<file path="config.mk">
export PLATFORM = sky130hd
export DESIGN_NAME = pc_fetch_unit
export DESIGN_NICKNAME = d
export VERILOG_FILES = /design/src/rtl/pc_fetch_unit.sv
export SDC_FILE = /design/constraint.sdc
export NUM_CORES = 1
export LEC_CHECK = 0
export CAP_MARGIN = 10
export CORE_MARGIN = 1.5
export CORE_UTILIZATION = 46
export CTS_CLUSTER_SIZE = 14
export DETAILED_ROUTE_END_ITERATION = 6
export PLACE_DENSITY = 0.85
export SLEW_MARGIN = 30
export SYNTH_ARGS = -nofsm -noshare
export SYNTH_HDL_FRONTEND = slang
export SYNTH_SLANG_ARGS = --single-unit
export TNS_END_PERCENT = 50
</file>
<file path="constraint.sdc">
create_clock -name clk -period 4.7 [get_ports clk]
set_input_delay 1.175 -clock clk [delete_from_list [all_inputs] [get_ports clk]]
set_output_delay 1.175 -clock clk [all_outputs]
set_load 0.01 [all_outputs]
</file>
<file path="src/rtl/pc_fetch_unit.sv">
// PC + fetch stage: holds the PC, fetches over req/ready, hands instructions to decode over valid/accept.
// Optional PC_FETCH_BRANCH_STATS_EN adds taken_count/fetch_count counters.
module pc_fetch_unit #(
  parameter int                ADDR_W   = 32,
  parameter logic [ADDR_W-1:0] RESET_PC = '0
) (
  input  logic              clk,
  input  logic              rst,
  output logic              imem_req,
  output logic [ADDR_W-1:0] imem_addr,
  input  logic              imem_ready,
  input  logic [31:0]       imem_rdata,
  output logic [31:0]       instr_out,
  output logic [ADDR_W-1:0] pc_out,
  output logic              instr_valid,
  input  logic              instr_accept,
  input  logic              branch_taken,
  input  logic              jal,
  input  logic              jalr,
  input  logic [ADDR_W-1:0] target_addr,
  input  logic [ADDR_W-1:0] jalr_addr,
  input  logic              halt,
`ifdef PC_FETCH_BRANCH_STATS_EN
  output logic [31:0]       taken_count,
  output logic [31:0]       fetch_count,
`endif
  output logic              misalign_err,
  output logic              halted
);

  typedef enum logic [1:0] {
    S_IDLE   = 2'd0,
    S_REQ    = 2'd1,
    S_VALID  = 2'd2,
    S_HALTED = 2'd3
  } state_t;

  localparam logic [31:0] NOP = 32'h0000_0013;

  state_t            r_state;
  logic [ADDR_W-1:0] r_pc;
  logic [ADDR_W-1:0] r_pc_out;
  logic [31:0]       r_instr;
  logic              r_req;
  logic              r_valid;
  logic              r_misalign;
  logic              r_halted;
`ifdef PC_FETCH_BRANCH_STATS_EN
  logic [31:0]       r_taken_count;
  logic [31:0]       r_fetch_count;
`endif

  logic              w_redirect;
  logic [ADDR_W-1:0] w_jalr_tgt;
  logic [ADDR_W-1:0] w_pc_inc;
  logic [ADDR_W-1:0] w_next_pc;
  logic              w_misaligned;

  // JALR wins over JAL/branch; JALR bit 0 is dropped before the alignment check.
  assign w_redirect   = jalr | jal | branch_taken;
  assign w_jalr_tgt   = jalr_addr & ~{{(ADDR_W-1){1'b0}}, 1'b1};
  assign w_pc_inc     = r_pc + {{(ADDR_W-3){1'b0}}, 3'd4};
  assign w_next_pc    = jalr ? w_jalr_tgt : ((jal | branch_taken) ? target_addr : w_pc_inc);
  assign w_misaligned = jalr ? w_jalr_tgt[1] : (target_addr[1] | target_addr[0]);

  always_ff @(posedge clk) begin
    if (rst) begin
      r_state    <= S_IDLE;
      r_pc       <= RESET_PC;
      r_pc_out   <= RESET_PC;
      r_instr    <= NOP;
      r_req      <= 1'b0;
      r_valid    <= 1'b0;
      r_misalign <= 1'b0;
      r_halted   <= 1'b0;
`ifdef PC_FETCH_BRANCH_STATS_EN
      r_taken_count <= '0;
      r_fetch_count <= '0;
`endif
    end else begin
      r_misalign <= 1'b0;
      case (r_state)
        S_IDLE: begin
          r_req   <= 1'b1;
          r_state <= S_REQ;
        end
        S_REQ: begin
          if (halt) begin
            r_req    <= 1'b0;
            r_halted <= 1'b1;
            r_state  <= S_HALTED;
          end else if (imem_ready) begin
            r_instr  <= imem_rdata;
            r_pc_out <= r_pc;
            r_valid  <= 1'b1;
            r_req    <= 1'b0;
            r_state  <= S_VALID;
`ifdef PC_FETCH_BRANCH_STATS_EN
            r_fetch_count <= r_fetch_count + 32'd1;
`endif
          end
        end
        S_VALID: begin
          // Halt retires (or drops) the held instruction without touching the PC.
          if (halt) begin
            r_valid  <= 1'b0;
            r_halted <= 1'b1;
            r_state  <= S_HALTED;
          end else if (instr_accept) begin
            r_valid <= 1'b0;
            if (w_redirect && w_misaligned) begin
              r_misalign <= 1'b1;
              r_halted   <= 1'b1;
              r_state    <= S_HALTED;
            end else begin
              r_pc    <= w_next_pc;
              r_req   <= 1'b1;
              r_state <= S_REQ;
`ifdef PC_FETCH_BRANCH_STATS_EN
              if (w_redirect) r_taken_count <= r_taken_count + 32'd1;
`endif
            end
          end
        end
        S_HALTED: begin
          r_req   <= 1'b0;
          r_valid <= 1'b0;
        end
        default: r_state <= S_IDLE;
      endcase
    end
  end

  assign imem_req     = r_req;
  assign imem_addr    = r_pc;
  assign instr_out    = r_instr;
  assign pc_out       = r_pc_out;
  assign instr_valid  = r_valid;
  assign misalign_err = r_misalign;
  assign halted       = r_halted;
`ifdef PC_FETCH_BRANCH_STATS_EN
  assign taken_count  = r_taken_count;
  assign fetch_count  = r_fetch_count;
`endif

endmodule

</file>
; ---- Word-level counts from Yosys, hierarchy flattened
; Cells that the tools add are included.
[totals]
out_inout_bits = 100
register_bits = 102
inputBits = 104
[classes]
bitwise = 8
eq_ne = 12
muxes = 26
addsub = 1
n_reduce_logical = 12
[op_table]
columns = op, n
row1 = $mux 32, 2
row2 = $add 32x3->32 const B, 1
row3 = $reduce_and 4->1, 4
row4 = $mux 1, 15
row5 = $ne 2x2->1 const B, 6
row6 = $mux 2, 5
row7 = $ne 3x3->1 const B, 3
row8 = $pmux 2 s3, 1
row9 = $reduce_and 3->1, 2
row10 = $reduce_bool 3->1, 2
row11 = $eq 2x2->1 const B, 2
row12 = $not 1->1, 4
row13 = $or 1x1->1, 4
row14 = $pmux 1 s4, 1
row15 = $reduce_or 4->1, 1
row16 = $pmux 1 s3, 1
row17 = $eq 2x1->1 const B, 1
row18 = $logic_not 2->1, 1
row19 = $pmux 1 s2, 1
row20 = $reduce_bool 2->1, 1
row21 = $logic_and 1x1->1, 1

; ---- Longest topological paths before layout
; Gate-level depths: netlist of the first run.
[depth]
depth_word = 7
mapped_depth = 9
depth_no_buf = 7

; ---- Least setup slack after synthesis of the first run
; No wires, ideal clock.
[synth_timing]
path_type = input port to flip-flop
from = input jal
to = register r_pc[20] (netlist: imem_addr[20])
path_slack_ns = 2.249
path_stages = 6
arrival_ns = 2.381
setup_time_ns = 0.070
required_time_ns = 4.630
n_path_buf = 2
cell_sequence = or2_2 > clkbuf_1 > clkbuf_1 > o41ai_1 > o211ai_1 > a21oi_1
[synth_between]
elab_chain_len = 5
elab_cells_between_ends = 8
cone_classes = mux (2) / bitwise (4) / reduce/logical (2)
[synth_lines]
columns = element, line
row1 = start: declaration, 18  ; input logic jal,
row2 = $or 1x1->1 (2 in a row), 60  ; assign w_redirect = jalr | jal | branch_taken;
row3 = $logic_and 1x1->1, 111  ; if (w_redirect && w_misaligned) begin
row4 = $not 1->1 (no line), -
row5 = $reduce_and 4->1 (no line), -
row6 = end signal: assignment, 116  ; r_pc <= w_next_pc;
row7 = end: declaration, 41  ; logic [ADDR_W-1:0] r_pc;
; Parallel ways exist; a longest one is shown, timed or not.
; A chain may end at the register's enable or synchronous reset.

; ---- Worst setup path after layout of the first run
[layout_timing]
from = input halt
to = register r_pc_out[8] (netlist: pc_out[8])
[layout_between]
elab_chain_len = 2
[layout_lines]
columns = element, line
row1 = start: declaration, 22  ; input logic halt,
row2 = $not 1->1 (no line), -
row3 = $reduce_and 3->1 (no line), -
row4 = end signal: assignment, 94  ; r_pc_out <= r_pc;
row5 = end: declaration, 42  ; logic [ADDR_W-1:0] r_pc_out;
; No other way between the ends.

==> flow_metrics.tcl, run 1 <==
set metrics [dict create \
    ctsHoldBuffers 0 \
    layout.cells.most_common "clkdlybuf4s50_1" \
    ys_ff_latch 102 \
    wl_per_cell_um 16.5 \
    gp_congestion 0.866 \
    dp_hpwl_um 11000 \
    htree_levels 3 \
    ir_drop_mv 0.136 \
    tns_ns 0 \
    crit_required_ns 4.92 \
    crit_buf_inv 3 \
    overflow 0 \
    initial_core_util_pct 47.2 \
    antenna_left 0 \
    synthCells 660 \
    hold_path_class "register to register" \
    cts_tree "yes" \
    async_reset_ff_share_pct 0 \
    crit_slowest_cell "nand3_2" \
    period_needed_ns 3.00 \
    via_per_inst 5.72 \
    firstDrtPassIters 6 \
    grt_pass1_wl_um 25300 \
    drv_slew 0 \
    fin_cells 968 \
    vias 5538 \
    cts_resized 0 \
    mostFrequentLayoutCells "clkdlybuf4s50_1 (200), nand2_1 (167), a21oi_1 (111), dfxtp_1 (102), o21ai_0 (46)" \
    clock_path_buffers 2 \
    synth_fp_nets 770 \
    worstSetupPathType "input port to register" \
    die-area_mm2 0.0112 \
    layout-drive-gt1-share_pct 3.85 \
    drtIter0Drc 374 \
    synth.avg_cell_area_um2 7.39 \
    finalHoldViolations 0 \
    row_count 37 \
    finalPower_mw 1.94 \
    placed_area_mm2 0.00693 \
    root_buffer "clkbuf_8" \
    p_leak_nw 2.43 \
    synth-edff-count 0 \
    clkLatencyLatePin_ns 0.36 \
    path_cells "clkdlybuf4s50_1 > inv_1 > nand3_2 > buf_4 > nand2_1 > a21oi_1" \
    cap_violations 0 \
    antenna_found_initial 0 \
    grtUsageTotal_pct 27.7 \
    core_mm2 0.0103 \
    setup_viol 0 \
    p_per_area_mw_per_mm2 272 \
    num_io_pins 204 \
    critical_path.max_fanout 35 \
    grt_max_degree 65 \
    cp_top_family "buffers and inverters" \
    synth_area_mm2 0.00488 \
    synth_flop_cell "dfxtp_1" \
    dp_cells 952 \
    cts_sinks 102 \
    cp-end-kind "register" \
    slew_headroom_pct 47.8 \
    period_share_pct 63.9 \
    skew_ns 0.0159 \
    layout.nets 937 \
    cts_buffers 9 \
    die_h_um 106 \
    cpPeakStageDelay_ns 0.60 \
    die_x_um 106 \
    tightest_slew_ns 0.777 \
    fmax_mhz 333 \
    totalWireLength_um 16000 \
    status "complete, no violations" \
    cp.arrival_ns 3.22 \
    clkTransAtPathRegs_ns 0.10 \
    r2r_slack_ns 2.17 \
    synth.distinct_cells 52 \
    grt_pass1_vias 5335 \
    design_area_mm2 0.00713 \
    area_growth_pct 46.3 \
    yosysWarningCount 0 \
    diodes 0 \
    critPathLaunchType "input port" \
    synth.yosys.seq_area_share_pct 41.9 \
    port_buffers 202 \
    post_cts_buffers 0 \
    drc 0 \
    rsz0062_at_grt "false" \
]
[routing by layer]
metal	vias up	share of wire (%)	global-route usage, %
li1	2639	-	-
met4	0	2.1	10.0
met3	36	7.5	5.21
met1	2584	41	33.3
met5	-	0	0
met2	279	49	49.1
[state kept, by name (all words and copies together) (netlist names)]
signal and flops:
pc_out 32, misalign_err 1, imem_addr 32, r_state 2, instr_out 32, instr_valid 1, imem_req 1, halted 1
[cell usage after synthesis (6+ instances only)]
cell	count	area (um2)
xnor2_1	6	52.6
dfxtp_1	102	2040
and3_1	11	68.8
o211ai_1	8	60.1
nand3_1	16	80.1
nor3_1	10	50.1
inv_1	9	33.8
a21oi_1	111	556
nand4_1	12	75.1
o21ai_0	46	230
a31oi_1	7	43.8
nand2_1	167	627
clkbuf_1	47	176
ha_1	6	75.1
nor2_1	25	93.8
[layout make-up]
class,instances,area (um2)
Fill cell,840,3190
Clock buffer,10,128
Inverter,10,37.5
Tap cell,136,170
Timing Repair Buffer,208,2080
Multi-Input combinational cell,496,2610
Clock inverter,6,70.1
Sequential cell,102,2040
[final timing paths]
kind / startpoint / endpoint / cells past startpoint
worst min register to register: pc_out[16] / pc_out[16] / 2
worst min-delay path: pc_out[16] / pc_out[16] / 2
worst max-delay path: halt / pc_out[8] / 6
worst max register to register: imem_addr[2] / imem_addr[28] / 6
[per-stage QoR]
| step | util (%) | hold slack, ns | setup slack [ns] |
|---|---|---|---|
| 4_1_cts | 69.1 | 0.461 | 1.73 |
| 3_3_place_gp | 66.8 | 0.436 | 1.32 |
| 3_5_place_dp | 67.1 | 0.447 | 1.33 |
| 5_1_grt | 69.1 | 0.474 | 1.56 |
| 2_1_floorplan | - | 0.470 | 2.25 |
| 6_report | 69.1 | 0.459 | 1.70 |
[power breakdown]
group	internal [mW]	switching (mW)
Sequential	0.906	0.0330
Clock	0.252	0.322
Combinational	0.211	0.214
Total	1.37	0.569
[cell families after synthesis]
family	after synthesis	share of synthesized area [%]
simple gates	269	24.9
compound gates	210	24.7
flops	102	41.9
buf+inv	62	4.98
xor+xnor	9	1.62
fa+ha+maj	6	1.54
mux	2	0.436
[worst min-delay path, delay by kind of cell, from the launching register on]
kind | cells | cell delay, ns
AND/OR/NAND/NOR | 1 | 0.05
AO/OA/AOI/OAI | 1 | 0.05
flip-flops | 1 | 0.32
No activity file was read; power rests on OpenSTA's default activity.
==> run 2, diff against run 1 <==
--- a/config.mk
+++ b/config.mk
@@ -7,10 +7,10 @@
 export LEC_CHECK = 0
 export CAP_MARGIN = 10
 export CORE_MARGIN = 1.5
-export CORE_UTILIZATION = 46
+export CORE_UTILIZATION = 39
 export CTS_CLUSTER_SIZE = 14
 export DETAILED_ROUTE_END_ITERATION = 6
-export PLACE_DENSITY = 0.85
+export PLACE_DENSITY = 0.77
 export SLEW_MARGIN = 30
 export SYNTH_ARGS = -nofsm -noshare
 export SYNTH_HDL_FRONTEND = slang
==> constraint.sdc (replaced) <==
create_clock -name clk -period 2.5 [get_ports clk]
set_input_delay 0.625 -clock clk [delete_from_list [all_inputs] [get_ports clk]]
set_output_delay 0.625 -clock clk [all_outputs]
set_load 0.01 [all_outputs]
==> flow_metrics.tcl, run 2 (synthesis results as in run 1) <==
set metrics [dict create \
    placed_area_mm2 0.00722 \
    overflow 0 \
    dp_hpwl_um 12000 \
    worstSetupPathType "register to register" \
    fin_cells 1028 \
    hold_path_class "register to register" \
    grt_pass1_vias 5305 \
    p_per_area_mw_per_mm2 562 \
    hold-worst-slack_ns 0.455 \
    clkLatencyLatePin_ns 0.35 \
    status "complete, no violations" \
    finalHoldViolations 0 \
    wl_met1_um 7040 \
    ir_drop_mv 0.265 \
    antenna_found_initial 0 \
    totalWireLength_um 16600 \
    period_needed_ns 2.27 \
    htree_levels 3 \
    rsz0062_at_grt "false" \
    drtIter0Drc 308 \
    wl_met3_um 909 \
    cts_resized 0 \
    num_io_pins 204 \
    antenna_left 0 \
    cp.arrival_ns 2.50 \
    slew_headroom_pct 57.1 \
    critPathLaunchType "register" \
    area_growth_pct 55.4 \
    routed.top_layer "met4" \
    row_count 40 \
    die_h_um 115 \
    layout.cells.most_common "clkdlybuf4s50_1" \
    fin_ws_ns 0.233 \
    grt_pass1_wl_um 26100 \
    wl_per_cell_um 16.1 \
    cts_buffers 9 \
    cap_violations 0 \
    drv_slew 0 \
    layout-drive-gt1-share_pct 7.09 \
    initial_core_util_pct 40.3 \
    fmax_mhz 441 \
    skew_ns 0.00916 \
    die-area_mm2 0.0132 \
    root_buffer "clkbuf_16" \
    firstDrtPassIters 6 \
    ctsHoldBuffers 0 \
    cp-end-kind "register" \
    mostFrequentLayoutCells "clkdlybuf4s50_1 (200), nand2_1 (167), a21oi_1 (111), dfxtp_1 (102), o21ai_0 (46)" \
    dp_cells 1012 \
    design_area_mm2 0.00758 \
    setup_viol 0 \
    clkTransAtPathRegs_ns 0.08 \
    vias 5509 \
    grtUsageTotal_pct 25.1 \
    tightest_slew_ns 0.639 \
    period_share_pct 90.7 \
    via_per_inst 5.36 \
    dr_wl_met2_um 8270 \
    port_buffers 202 \
    finalPower_mw 4.26 \
    regArea_mm2 0.00204 \
    pre_cts_slack_ns 0.0332 \
    cts_sinks 102 \
    crit_required_ns 2.73 \
    fin_util_pct 62.6 \
    p_leak_nw 2.67 \
    diodes 0 \
    layout.nets 965 \
    gp_congestion 0.853 \
    num-fill-cells 1087 \
    cts_tree "yes" \
    critical_path.max_fanout 6 \
    tns_ns 0 \
    core_mm2 0.0121 \
    multiInputGateArea_mm2 0.00260 \
    drc 0 \
    post_cts_buffers 0 \
    grt_max_degree 47 \
    clock_path_buffers 2 \
    die_x_um 115 \
]
-- run 2: cell types whose count changed in the layout (fill, tap and decap cells not counted), sizes merged --
cell,change
buf,+28
bufinv,+2
clkbuf,-1
clkinvlp,-1
-- run 2: cell type report --
class	instances	share of cell area [%]
Tap cell	168	2.77
Inverter	10	0.495
Clock buffer	9	2.97
Timing Repair Buffer	236	30.8
Clock inverter	7	1.70
Sequential cell	102	26.9
Multi-Input combinational cell	496	34.3
-- run 2: routing by layer --
layer	track usage [%]	vias to the layer above
met5	0	-
met4	10.7	0
met3	4.80	23
met2	43.4	186
met1	30.5	2605
li1	-	2695
-- run 2: critical path, cell delays in order, from the launching register on --
cell     delay (ns)
dfxtp_1        0.34
ha_1           0.20
nand3_1        0.23
or4_1          0.69
o311a_1        0.40
o31a_1         0.28
-- run 2: final timing paths --
kind	slack (ns)	start	end	cells past startpoint
setup reg to reg	0.23	imem_addr[3]	imem_addr[26]	5
hold / removal	0.46	pc_out[26]	pc_out[26]	2
setup / recovery	0.23	imem_addr[3]	imem_addr[26]	5
hold reg to reg	0.46	pc_out[26]	pc_out[26]	2
-- run 2: power breakdown --
group | internal [mW] | switching (mW)
logic | 0.430 | 0.418
clock network | 0.995 | 0.657
registers | 1.70 | 0.0569
==> run 3, diff against run 2 <==
--- a/config.mk
+++ b/config.mk
@@ -7,10 +7,11 @@
 export LEC_CHECK = 0
 export CAP_MARGIN = 10
 export CORE_MARGIN = 1.5
-export CORE_UTILIZATION = 39
+export CORE_UTILIZATION = 50
 export CTS_CLUSTER_SIZE = 14
 export DETAILED_ROUTE_END_ITERATION = 6
-export PLACE_DENSITY = 0.77
+export DONT_BUFFER_PORTS = 1
+export PLACE_DENSITY = 0.68
 export SLEW_MARGIN = 30
 export SYNTH_ARGS = -nofsm -noshare
 export SYNTH_HDL_FRONTEND = slang
==> flow_metrics.tcl, run 3 (synthesis results as in run 1) <==
set metrics [dict create \
    status "complete, no violations" \
    p_per_area_mw_per_mm2 635 \
    p_sw_share_pct 29.3 \
    post_cts_buffers 0 \
    cts_sinks 102 \
    layout.nets 760 \
    totalWireLength_um 14200 \
    r2r_cells 5 \
    crit_required_ns 2.77 \
    cp.arrival_ns 2.51 \
    cts_resized 0 \
    clkPwrFrac_pct 33.3 \
    gp_congestion 0.888 \
    p_leak_nw 1.83 \
    grt_pass1_vias 4502 \
    overflow 0 \
    port_buffers 0 \
    tns_ns 0 \
    grtUsageTotal_pct 26.9 \
    fin_ws_ns 0.256 \
    p_int_mw 2.38 \
    area_growth_pct 8.75 \
    setup_viol 0 \
    tightest_slew_ns 0.913 \
    initial_core_util_pct 52.3 \
    cp_top_family "simple AND/OR/NAND/NOR gates" \
    drtIter0Drc 276 \
    clkTransAtPathRegs_ns 0.10 \
    firstDrtPassIters 5 \
    root_buffer "clkbuf_8" \
    mostFrequentLayoutCells "nand2_1 (167), a21oi_1 (111), dfxtp_1 (102), o21ai_0 (46), buf_4 (30)" \
    critPathLaunchType "register" \
    r2r_slack_ns 0.26 \
    layout.cells.most_common "nand2_1" \
    ir_drop_mv 0.302 \
    num-fill-cells 918 \
    grt_pass1_wl_um 22000 \
    die_h_um 102 \
    cp-startpoint "imem_addr[2]" \
    antenna_found_initial 1 \
    cp-end-kind "register" \
    drc 0 \
    layout-drive-gt1-share_pct 8.55 \
    clock_path_buffers 2 \
    seq_power_share_pct 53.3 \
    cp.depth 5 \
    drv_slew 0 \
    path_cells "ha_1 > nand3_1 > or4_1 > o311a_1 > o31a_1" \
    htree_levels 3 \
    cts_buffers 9 \
    vias 4753 \
    slew_headroom_pct 38.8 \
    cap_violations 0 \
    fmax_mhz 446 \
    core_mm2 0.00933 \
    worstSetupPathType "register to register" \
    reg2reg_to "imem_addr[26]" \
    pre_cts_slack_ns 0.271 \
    via_per_inst 6.05 \
    num_io_pins 204 \
    grt_max_degree 88 \
    die_x_um 102 \
    dp_hpwl_um 9830 \
    hold_path_class "input port to register" \
    wl_per_cell_um 18.1 \
    period_needed_ns 2.24 \
    skew_ns 0.0122 \
    die-area_mm2 0.0104 \
    worstReg2RegStart "imem_addr[2]" \
    critPathCapture "imem_addr[26]" \
    hold_depth 1 \
    row_count 35 \
    cpPeakStageDelay_ns 0.70 \
    crit_slowest_cell "or4_1" \
    power_frac_comb_pct 13.4 \
    critical_path.max_fanout 6 \
    rsz0062_at_grt "false" \
    period_share_pct 89.8 \
    finalHoldViolations 0 \
    clkLatencyLatePin_ns 0.37 \
    ctsHoldBuffers 0 \
    antenna_left 0 \
    crit_buf_inv 0 \
    hold-worst-slack_ns 0.304 \
    cts_tree "yes" \
    power_switching_mw 0.988 \
]
==> run 3: cell count changes in the layout (fill, tap and decap cells not counted) <==
cell	delta
buf_12	-4
buf_2	-1
bufinv_16	-2
clkbuf_16	-9
clkbuf_8	+10
clkdlybuf4s50_1	-200
clkinv_4	+1
clkinvlp_4	-1
diode_2	+1
inv_6	+2
inv_8	-1
==> run 3: through the flow <==
step	cells	power [mW]	utilization, %	instance area [um2]
detailed placement	768	2.28	54.5	5090
finish	785	3.37	56.9	5300
CTS	784	3.40	56.8	5300
floorplan	660	2.19	-	4880
global route	784	3.54	56.8	5300
global placement	768	2.26	54.5	5090
==> run 3: per-layer routing <==
layer  up-vias  global-route usage [%]  part of all wire [%]
met5         -                       0                     0
met4         0                    9.83                   1.8
met3        18                    7.59                    10
met2       242                    46.5                    48
met1      2203                    31.8                    40
li1       2290                       -                     -
==> run 3: layout make-up <==
cell class	count	area, um2	area share [%]
diodes	1	2.50	0.0472
repair buffers	31	245	4.62
multi-input cells	496	2600	49.0
well taps	129	161	3.04
clock buffers	10	138	2.59
clock inverters	6	76.3	1.44
inverters	10	37.5	0.708
flip-flops and latches	102	2040	38.5
==> run 3: worst min-delay path by stage <==
stage                     startpoint            end  slack (ns)
final                            rst  instr_out[30]        0.30
after global routing             rst      pc_out[0]        0.28
after CTS                        rst  instr_out[30]        0.29
after detailed placement      halted         halted        0.48
after global placement        halted         halted        0.48
after floorplan               halted         halted        0.47
==> run 3: power by group through the flow <==
stage / registers, mW / logic, mW / clock network, mW
after detailed placement: 1.83 / 0.449 / 0
after global placement: 1.83 / 0.429 / 0
after CTS: 1.80 / 0.452 / 1.15
after floorplan: 1.82 / 0.365 / 0
after global routing: 1.81 / 0.514 / 1.22
final: 1.80 / 0.452 / 1.12
